$ cat src/rtl/sram_bus_arb.sv
// sram_bus_arb
// Two-master arbiter in front of a nibble-wide SRAM reached through an
// 8-bit multiplexed bus. m0 is the CPU port and m1 is the loader port.
// Each access runs IDLE -> ADDR -> DATA (WAIT+1 cycles) -> ACK -> IDLE.
//
// Build option: define SRAM_ARB_RR_EN for round-robin arbitration. When
// both ports request at once, the port that did not win last time wins.
// Without it, arbitration is fixed priority and m0 always wins a tie.
//
// Handshake: a master raises mX_req with we/addr/wdata stable and holds
// it until it samples mX_ack. mX_ack is a one-cycle pulse and mX_rdata is
// valid during that pulse. Dropping req mid-access does not abort the
// access. A req still high in IDLE after the ACK cycle is a new request.
//
// Ports
//   clk            single clock, rising edge
//   rst            asynchronous reset, active low
//   m0_req/we      CPU request / write(1) read(0)
//   m0_addr[6:0]   CPU nibble address
//   m0_wdata[3:0]  CPU write data
//   m0_ack         CPU completion pulse
//   m0_rdata[3:0]  CPU read data (holds until the next m0 capture)
//   m1_*           loader port, same meaning as m0_*
//   bus_out[7:0]   ADDR phase: {1, addr}
//                  other phases: {0, 0, we_n, ds_n, wdata}
//   bus_in[3:0]    SRAM read data
//   dbg_state[1:0] current FSM state (0 IDLE, 1 ADDR, 2 DATA, 3 ACK)
module sram_bus_arb #(
  parameter int WAIT = 1
) (
  input  logic       clk,
  input  logic       rst,
  input  logic       m0_req,
  input  logic       m0_we,
  input  logic [6:0] m0_addr,
  input  logic [3:0] m0_wdata,
  output logic       m0_ack,
  output logic [3:0] m0_rdata,
  input  logic       m1_req,
  input  logic       m1_we,
  input  logic [6:0] m1_addr,
  input  logic [3:0] m1_wdata,
  output logic       m1_ack,
  output logic [3:0] m1_rdata,
  output logic [7:0] bus_out,
  input  logic [3:0] bus_in,
  output logic [1:0] dbg_state
);

  typedef enum logic [1:0] {
    S_IDLE = 2'd0,
    S_ADDR = 2'd1,
    S_DATA = 2'd2,
    S_ACK  = 2'd3
  } state_t;

  localparam logic [1:0] WAIT_CNT = 2'(WAIT);
  localparam logic [7:0] BUS_IDLE = 8'h30;

  state_t     r_state;
  logic       r_gnt;     // 0: m0 owns the current access, 1: m1
  logic       r_we;
  logic [6:0] r_addr;
  logic [3:0] r_wdata;
  logic [1:0] r_cnt;
  logic [7:0] r_bus;
  logic       r_ack0;
  logic       r_ack1;
  logic [3:0] r_rd0;
  logic [3:0] r_rd1;

  state_t     w_state_nxt;
  logic       w_gnt_nxt;
  logic       w_we_nxt;
  logic [6:0] w_addr_nxt;
  logic [3:0] w_wdata_nxt;
  logic [1:0] w_cnt_nxt;
  logic       w_rd_cap;
  logic [7:0] w_bus_nxt;
  logic       w_ack0_nxt;
  logic       w_ack1_nxt;
  logic       w_pick;    // port that wins if a grant happens this cycle

`ifdef SRAM_ARB_RR_EN
  logic r_last;          // port granted most recently

  // On a tie the port not granted last wins.
  assign w_pick = (m0_req & m1_req) ? ~r_last : ~m0_req;

  always_ff @(posedge clk or negedge rst) begin
    if (!rst) begin
      r_last <= 1'b1;
    end else if (r_state == S_IDLE && (m0_req | m1_req)) begin
      r_last <= w_pick;
    end
  end
`else
  // Fixed priority: m1 is picked only when m0 is not asking.
  assign w_pick = ~m0_req;
`endif

  // Next-state and next-output logic. Outputs are computed from the
  // next state so that bus_out, acks and rdata leave registers aligned
  // with the state they belong to.
  always_comb begin
    w_state_nxt = r_state;
    w_gnt_nxt   = r_gnt;
    w_we_nxt    = r_we;
    w_addr_nxt  = r_addr;
    w_wdata_nxt = r_wdata;
    w_cnt_nxt   = r_cnt;
    w_rd_cap    = 1'b0;
    w_bus_nxt   = BUS_IDLE;
    w_ack0_nxt  = 1'b0;
    w_ack1_nxt  = 1'b0;

    case (r_state)
      S_IDLE: begin
        if (m0_req | m1_req) begin
          w_state_nxt = S_ADDR;
          w_gnt_nxt   = w_pick;
          w_we_nxt    = w_pick ? m1_we    : m0_we;
          w_addr_nxt  = w_pick ? m1_addr  : m0_addr;
          w_wdata_nxt = w_pick ? m1_wdata : m0_wdata;
        end
      end
      S_ADDR: begin
        w_state_nxt = S_DATA;
        w_cnt_nxt   = WAIT_CNT;
      end
      S_DATA: begin
        if (r_cnt == 2'd0) begin
          w_state_nxt = S_ACK;
          w_rd_cap    = 1'b1;
        end else begin
          w_cnt_nxt = r_cnt - 2'd1;
        end
      end
      S_ACK: begin
        w_state_nxt = S_IDLE;
      end
      default: begin
        w_state_nxt = S_IDLE;
      end
    endcase

    case (w_state_nxt)
      S_ADDR: w_bus_nxt = {1'b1, w_addr_nxt};
      // Data strobe low for the whole DATA phase; write enable low only
      // for writes. Reads keep the data nibble at zero.
      S_DATA: w_bus_nxt = {2'b00, ~w_we_nxt, 1'b0,
                           (w_we_nxt ? w_wdata_nxt : 4'h0)};
      S_ACK: begin
        w_ack0_nxt = ~w_gnt_nxt;
        w_ack1_nxt = w_gnt_nxt;
      end
      default: w_bus_nxt = BUS_IDLE;
    endcase
  end

  always_ff @(posedge clk or negedge rst) begin
    if (!rst) begin
      r_state <= S_IDLE;
    end else begin
      r_state <= w_state_nxt;
    end
  end

  always_ff @(posedge clk or negedge rst) begin
    if (!rst) begin
      r_gnt   <= 1'b0;
      r_we    <= 1'b0;
      r_addr  <= 7'h00;
      r_wdata <= 4'h0;
      r_cnt   <= 2'd0;
      r_bus   <= BUS_IDLE;
      r_ack0  <= 1'b0;
      r_ack1  <= 1'b0;
      r_rd0   <= 4'h0;
      r_rd1   <= 4'h0;
    end else begin
      r_gnt   <= w_gnt_nxt;
      r_we    <= w_we_nxt;
      r_addr  <= w_addr_nxt;
      r_wdata <= w_wdata_nxt;
      r_cnt   <= w_cnt_nxt;
      r_bus   <= w_bus_nxt;
      r_ack0  <= w_ack0_nxt;
      r_ack1  <= w_ack1_nxt;
      // Only the owner's rdata moves; the other port keeps its value.
      if (w_rd_cap) begin
        if (r_gnt) begin
          r_rd1 <= bus_in;
        end else begin
          r_rd0 <= bus_in;
        end
      end
    end
  end

  assign bus_out   = r_bus;
  assign m0_ack    = r_ack0;
  assign m1_ack    = r_ack1;
  assign m0_rdata  = r_rd0;
  assign m1_rdata  = r_rd1;
  assign dbg_state = r_state;

endmodule
$ cat config.mk
export PLATFORM = sky130hd
export DESIGN_NAME = sram_bus_arb
export DESIGN_NICKNAME = d
export VERILOG_FILES = /design/src/rtl/sram_bus_arb.sv
export SDC_FILE = /design/constraint.sdc
export NUM_CORES = 1
export LEC_CHECK = 0
export ABC_CLOCK_PERIOD_IN_PS = 1600
export BUFFER_PORTS_ARGS = -buffer_cell sky130_fd_sc_hd__buf_2
export CORE_MARGIN = 2
export CORE_UTILIZATION = 45
export CTS_CLUSTER_DIAMETER = 100
export DETAILED_ROUTE_END_ITERATION = 7
export PLACE_DENSITY = 0.75
export SLEW_MARGIN = 20
export SYNTH_ARGS = -nofsm -noshare
export SYNTH_HDL_FRONTEND = slang
export SYNTH_SLANG_ARGS = --single-unit
export TNS_END_PERCENT = 20
$ cat constraint.sdc
create_clock -name clk -period 1.6 [get_ports clk]
set_input_delay 0.24 -clock clk [delete_from_list [all_inputs] [get_ports clk]]
set_output_delay 0.24 -clock clk [all_outputs]
set_load 0.03 [all_outputs]
* Word-level counts from Yosys, hierarchy flattened *
Cells that the tools add are included.

word-level totals
  register bits = 35
  bits in latches = 0
  bits in writable memories = 0
  ROM bits = 0
  output and inout bits = 20
  logic and storage cells = 52
  memories kept = 0

operators by class
  $add $sub $neg = 1
  multipliers = 0
  divide/modulo/power cells = 0
  $lt $le $gt $ge = 0
  eq/ne operators = 7
  shift operators = 0
  mux-type cells = 22
  bitwise logic cells = 5
  reduce and logical (&&, ||, !) cells = 6

operator list
  cell                                                 count
  two-way mux 7 bit                                    3
  two-way mux 4 bit                                    4
  one-hot mux 8 bit (2 select lines)                   1
  two-way mux 1 bit                                    9
  equality test 2 bit, second input constant           4
  one-hot mux 2 bit (4 select lines)                   1
  two-way mux 2 bit                                    3
  AND reduction 2 bit                                  3
  equality test 2 x 1 -> 1 bit, second input constant  2
  zero test 2 bit                                      2
  inverter 1 bit                                       4
  one-hot mux 2 bit (2 select lines)                   1
  inequality test 2 bit, second input constant         1
  nonzero test 2 bit                                   1
  subtractor 2 x 1 -> 2 bit, second input constant     1
  bitwise OR 1 bit                                     1

* Depth between registers and ports, before layout *
Gate-level depths: netlist (run 1).

  depth in word-level cells = 5
  depth in mapped cells = 9
  depth with buffers taken out = 9

* Least setup slack after synthesis (run 1) *
Ideal clock, no wire load.

  path kind = flip-flop to flip-flop
  from = reg r_state[0] (netlist: dbg_state[0])
  to = reg r_bus[0] (netlist: bus_out[0])
  library setup time = 0.122 ns
  data arrival time = 1.766 ns
  data required time = 1.478 ns
  slack = -0.287 ns
  cell stages (with the launch flop) = 10
  cells stage by stage = dfrtp_1 inv_1 ha_1 nor2_1 a21oi_1 o22ai_1 inv_1 ha_1 a22oi_1 nor2_1

on the way
  longest elaborated chain between the ends = 4
  elaborated cells between the ends (all ways) = 14
  those cells by class = eq/ne (5); mux (8); reduce/logical (1)

RTL lines
  item                                                                 line  RTL
  from (decl)                                                          60    state_t r_state;
  from (signal assigned)                                               165   r_state <= w_state_nxt;
  equality test 2 bit, or another cell as far along                    117   case (r_state)
  one-hot mux 2 bit (4 select lines) *                                 117
  net w_state_nxt[0]                                                   72    state_t w_state_nxt;
  equality test 2 bit or equality test 2 x 1 -> 1 bit (tied branches)  147   case (w_state_nxt)
  one-hot mux 8 bit (2 select lines) *                                 147
  net w_bus_nxt[0]                                                     79    logic [7:0] w_bus_nxt;
  to (signal assigned)                                                 187   r_bus <= w_bus_nxt;
  to (decl)                                                            66    logic [7:0] r_bus;

Mark *: on every way through the listed nets, which the timed path passes. The rest lies on a longest branch.
A chain may end at the register's enable or synchronous reset.

* Final worst setup path (run 1) *
  from = reg r_state[1] (netlist: dbg_state[1])
  to = reg r_bus[1] (netlist: bus_out[1])

on the way
  longest elaborated chain between the ends = 4
  elaborated cells between the ends (all ways) = 14
  those cells by class = eq/ne (5); mux (8); reduce/logical (1)

RTL lines
  item                                                              line
  equality test 2 bit, or another cell as far along                 117
  one-hot mux 2 bit (4 select lines), or another cell as far along  117
  equality test 2 bit, or another cell as far along                 147
  one-hot mux 8 bit (2 select lines) *                              147
  net w_bus_nxt[1]                                                  79

Marked as above.

==> reports/results.ini, run 1 <==
[floorplanning]
coreArea_mm2=0.00361
die_x_um=64.7
die_h_um=64.7
die_area_mm2=0.00419
ios=52
rows=22
start_util_pct=46.0

[synthesis]
synth_edf_count=0
ys.flop_type=dfrtp_1
synth_adder_area_share_pct=6.79
synth-xor-area-share_pct=0
synth_top_family_by_area=compound AO/OA/AOI/OAI gates
ys_types=27
netlist_top_cells_area=dfrtp_1 50%, ha_1 6.8%, mux2_2 5.4%, o22ai_1 5.3%, nand3b_1 5.0%
synthArstFlopShare_pct=100
synth_top_area_share_pct=49.8
seq_area_frac_synth_pct=53.0
synth-seq-cells=35
ys_warn_count=0
netlist_instances=150
synthMuxAreaShare_pct=5.43
synth_area_per_cell_um2=11.1
synth_top_cell_by_area=dfrtp_1
syn-cell-area_mm2=0.00166
yosys.area_share.simple_pct=13.4
synth_compound_area_share_pct=16.2
syn-num-nets=191

[min_path]
holdCritPathClass=input pin to register

[timing]
timing.final.hold_violations=0
slew_violations=0
max_freq_mhz=616
fin_crit_sh_pct=101
rsz0062_at_grt=yes
max_slew_margin_pct=70.8
fin_crit_ps=1620
setup_tns_ps=-29.1
worst_pin_slew_ps=438
clock_skew_ps=7.71
setup_ws_ps=-23.3
hold_ws_ps=206
finalSetupViolCount=2

[placed_design]
io_buffers=51
dp_hpwl_um=2740
place_congestion=0.788
place_area_mm2=0.00205

[final_layout]
diodes=0
drive_gt1_share_pct=45.2
seq_area_um2=881
layout.nets=250
nFillCells=299
multiInputGateArea_um2=777
stdcell_area_mm2=0.00219
syn_to_final_growth_pct=32.4
layout_commonest_cell=buf_2
final_cell_mix=51 x buf_2, 31 x dfrtp_1, 14 x a21oi_1

[routing]
drtPass1Iterations=4
via_count=1315
final_antenna_net_count=0
drc_errors=0
vias_per_cell=5.10
avgRoutedWirePerCell_um=13.9
wl_um=3590
first_iter_violations=37

[setup_path]
crit_arrival_ps=1790
endpoint_kind=register
worstSetupPathType=register to register
crit_fanout=4
start_kind=register
crit_required_ps=1770

[global_routing]
overflow=0
grt_pass1_vias=1266
grt_pass1_wl_um=5890
grt_max_degree=20
grtUsageTotal_pct=19.1
antenna_found_initial=0

[cts]
clock_path_buffers=2
clock_sinks=35
cts-root-buf=clkbuf_8
cts_tree=built
htreeDepth=2
clk_latency_ps=280
clkSlewWorstSetupHoldPaths_ps=60
numCtsBuffers=5

[status]
violations=setup timing
status=complete, but fails checks

[power_and_ir_drop]
leakagePower_nw=1.01
power_density_mw_per_mm2=2270
ir_drop_uv=1030
p_total_mw=4.99

[job]
max_cap_viol_count=0

==> metrics by stage <==
step	setup WS (ps)	utilization [%]	instances
3_5_place_dp	-56.0	56.8	249
5_1_grt	-147	60.9	258
3_3_place_gp	25.4	56.8	249
4_1_cts	-21.6	60.6	258
2_1_floorplan	-19.5	-	150
6_report	-23.3	60.9	258
==> worst max-delay path, stage by stage (launching register included) <==
cell and delay, ps:
dfrtp_2 430, inv_4 90, ha_4 140, nor2_1 40, a21oi_1 140, o22ai_2 120, ha_4 180, nor3b_4 160
a22oi_1 160, nor2_1 60
==> registers in the layout, summed over array words and instances (netlist names) <==
| name | cells |
|---|---|
| bus_out | 8 |
| dbg_state | 2 |
| m0_ack | 1 |
| m0_rdata | 4 |
| m1_ack | 1 |
| m1_rdata | 4 |
| r_addr | 7 |
| r_cnt | 2 |
| r_gnt | 1 |
| r_wdata | 4 |
| r_we | 1 |
==> report_power, final <==
part | switching [mW] | leakage, nW | internal, mW
Clock | 0.289 | 0.0515 | 0.392
Sequential | 0.189 | 0.419 | 1.33
Combinational | 1.62 | 0.543 | 1.17
==> synthesized netlist by cell type, types with 2 or more instances <==
master    number
dfrtp_1       33
a21oi_1       14
o22ai_1       14
o21ai_0       13
nand3b_1      11
ha_1           9
mux2_2         8
nor2_1         8
inv_1          7
a22oi_1        4
nand2b_1       4
buf_2          3
buf_6          3
nand2_1        3
nand3_1        3
dfstp_2        2
==> what timing repair did <==
action / CTS / global route
hold buffers: 1 / 0
endpoints found under the hold margin: 16 / 0
setup buffers: 0 / 0
setup endpoints to repair: 4 / 7
resized for setup: 8 / 2
pin swaps: 1 / 1
==> worst paths after layout <==
kind,from,end,slack [ps],depth (start not counted)
worst max-delay path,dbg_state[1],bus_out[1],-20,9
worst min-delay path,bus_in[2],m0_rdata[2],210,2
worst max register to register,dbg_state[1],bus_out[1],-20,9
worst min register to register,m1_rdata[1],m1_rdata[1],500,1
max in group asynchronous,rst,bus_out[0],730,3
min in group asynchronous,rst,bus_out[7],430,2
==> metal layers <==
layer  global-route usage, %  share of wire [%]  up-vias
met3                    6.60                6.1        5
met5                       0                  0        -
met1                    25.2                 48      608
met2                    29.6                 45       48
li1                        -                  -      654
met4                    6.38                1.2        0
==> cell type report <==
type / instances / area share [%]
repair buffers: 60 / 15.7
inverters: 7 / 1.43
multi-input cells: 100 / 35.4
flip-flops and latches: 35 / 40.1
well taps: 48 / 2.74
clock buffers: 8 / 4.56
==> cell families after synthesis <==
| kind of cell | after synthesis |
|---|---|
| AOI/OAI and AO/OA | 47 |
| and+or+nand+nor | 36 |
| buffers and inverters | 15 |
| DFF | 35 |
| muxes | 8 |
| adders and majority gates | 9 |
Note: power is estimated with default switching activity, not from simulation.
==> inputs of run 2 (changes only) <==
--- a/config.mk
+++ b/config.mk
@@ -12,6 +12,7 @@
 export CTS_CLUSTER_DIAMETER = 100
 export DETAILED_ROUTE_END_ITERATION = 7
 export PLACE_DENSITY = 0.75
+export SETUP_SLACK_MARGIN = 0.05
 export SLEW_MARGIN = 20
 export SYNTH_ARGS = -nofsm -noshare
 export SYNTH_HDL_FRONTEND = slang
==> run 2 against run 1 <==
  * The run still ends with setup timing left
  * Global-route usage down 0.85 points
  * Final area up 0.97%
  * Clock power about the same
  * Total power up 1.9%
  * Routed wire length down 0.11%
  * Sequential cell count unchanged
  * Sequential share of layout area down 0.39 points
  * Clock-buffer cell count unchanged
  * Fmax up 1.3%
  * Hold slack better by 2.9 ps
  * Highest routed layer unchanged
==> reports/results.ini, run 2 (synthesis gave the netlist of run 1 again) <==
[timing]
fin_crit_ps=1600  ; -20.7 ps
max_freq_mhz=624  ; +1.3%
clock_skew_ps=5.93  ; -1.78 ps
rsz0062_at_grt=yes
finalSetupViolCount=3  ; +1
setup_ws_ps=-2.61  ; +20.7 ps
slew_violations=0  ; unchanged
max_slew_margin_pct=73.9  ; +3.1 points
timing.final.hold_violations=0  ; unchanged
setup_tns_ps=-4.13  ; +25.0 ps
worst_pin_slew_ps=392  ; -46.4 ps
fin_crit_sh_pct=100  ; -1.3 points

[placed_design]
place_area_mm2=0.00205  ; +0.37%
place_congestion=0.823  ; +4.5%
io_buffers=51  ; unchanged
dp_hpwl_um=2690  ; -1.7%
dp.cells=250  ; +0.40%

[final_layout]
layout.nets=252  ; +0.80%
drive_gt1_share_pct=46.2  ; +0.99 points
final_cell_mix=51 x buf_2, 31 x dfrtp_1, 13 x o21ai_0, 13 x a21oi_1, 12 x o22ai_1
diodes=0  ; unchanged
largest_register_ffs=8  ; unchanged
stdcell_area_mm2=0.00222  ; +0.97%
nFillCells=299  ; unchanged
seq_area_um2=881  ; unchanged
syn_to_final_growth_pct=33.7
layout_commonest_cell=buf_2
multiInputGateArea_um2=786  ; +1.1%
utilization_pct=61.5  ; +0.59 points
final_cells=260  ; +0.78%

[floorplanning]
ios=52  ; unchanged
start_util_pct=46.0  ; unchanged
die_h_um=64.7  ; unchanged
die_x_um=64.7  ; unchanged
coreArea_mm2=0.00361  ; unchanged
die_area_mm2=0.00419  ; unchanged
rows=22  ; unchanged

[routing]
drc_errors=0  ; unchanged
via_count=1328  ; +0.99%
first_iter_violations=60  ; +62%
vias_per_cell=5.11  ; +0.21%
drtPass1Iterations=6  ; +2
final_antenna_net_count=0  ; unchanged
wl_um=3580  ; -0.11%
avgRoutedWirePerCell_um=13.8  ; -0.88%

[setup_path]
endpoint_kind=register
crit_required_ps=1810  ; +40 ps
start_kind=register
worstSetupPathType=register to register
crit_arrival_ps=1820  ; +30 ps
crit_fanout=4  ; unchanged
rrSetupSlack_ps=-3  ; +20 ps

[cts]
clk_latency_ps=280  ; about the same
clock_sinks=35  ; unchanged
htreeDepth=2  ; unchanged
clkSlewWorstSetupHoldPaths_ps=70  ; about the same
cts_tree=built
cts-root-buf=clkbuf_8
clock_path_buffers=2  ; unchanged
numCtsBuffers=5  ; unchanged

[global_routing]
antenna_found_initial=0  ; unchanged
overflow=0  ; unchanged
grt_pass1_vias=1299  ; +2.6%
grt_max_degree=24  ; +20%
grtUsageTotal_pct=18.3  ; -0.85 points
grt_pass1_wl_um=5800  ; -1.5%

[job]
max_cap_viol_count=0  ; unchanged

[status]
violations=setup timing
status=complete, but fails checks

[power_and_ir_drop]
power_density_mw_per_mm2=2300  ; +0.94%
leakagePower_nw=1.03  ; +1.6%
ir_drop_uv=1130  ; +10%

[min_path]
holdCritPathClass=input pin to register

[run 2: area by class of cell]
class	count	area share, %
sequential	35	39.8
inverter	7	1.30
multi-input combinational	100	35.5
timing repair buffer	62	16.3
tap	48	2.71
clock buffer	8	4.52
[run 2: worst max-delay path: stages (launching register included)]
cell and delay, ps:
dfrtp_2 400, inv_4 50, ha_4 170, nor2_4 70
a21oi_2 40, o22ai_2 180, ha_4 180, nor3b_4 250
a22oi_1 100, nor2_1 90
[run 2: final timing paths]
check | startpoint | to | cells after the start
setup / recovery | dbg_state[1] | bus_out[0] | 9
hold / removal | bus_in[2] | m1_rdata[2] | 2
setup reg to reg | dbg_state[1] | bus_out[0] | 9
hold reg to reg | m1_rdata[2] | m1_rdata[2] | 1
max in group asynchronous | rst | r_gnt | 3
min in group asynchronous | rst | bus_out[2] | 2
[run 2: per-stage QoR]
step	hold WS, ps	total power [mW]	setup slack [ps]
6_report	209	5.09	-2.61
5_1_grt	205	5.48	-141
4_1_cts	207	4.98	-64.5
3_5_place_dp	190	4.26	-41.2
3_3_place_gp	194	4.16	25.7
2_1_floorplan	-55.6	3.52	-19.5
[run 2: per-layer routing]
metal / track usage [%] / share of wire [%]
met5: 0 / 0
met4: 9.04 / 1.8
met3: 3.30 / 4.9
met2: 30.5 / 49
met1: 22.8 / 44
[run 2: what timing repair did]
| action | in CTS | in global routing |
|---|---|---|
| hold buffers | 1 | 0 |
| endpoints found under the hold margin | 13 | 0 |
| gates resized for setup | 3 | 8 |
| setup endpoints to repair | 7 | 11 |
| setup buffers | 0 | 1 |
| pin swaps | 1 | 5 |
[run 2: power by group]
group | internal, mW | switching [mW]
combinational | 1.21 | 1.66
clock | 0.393 | 0.292
sequential | 1.33 | 0.197
total | 2.94 | 2.14
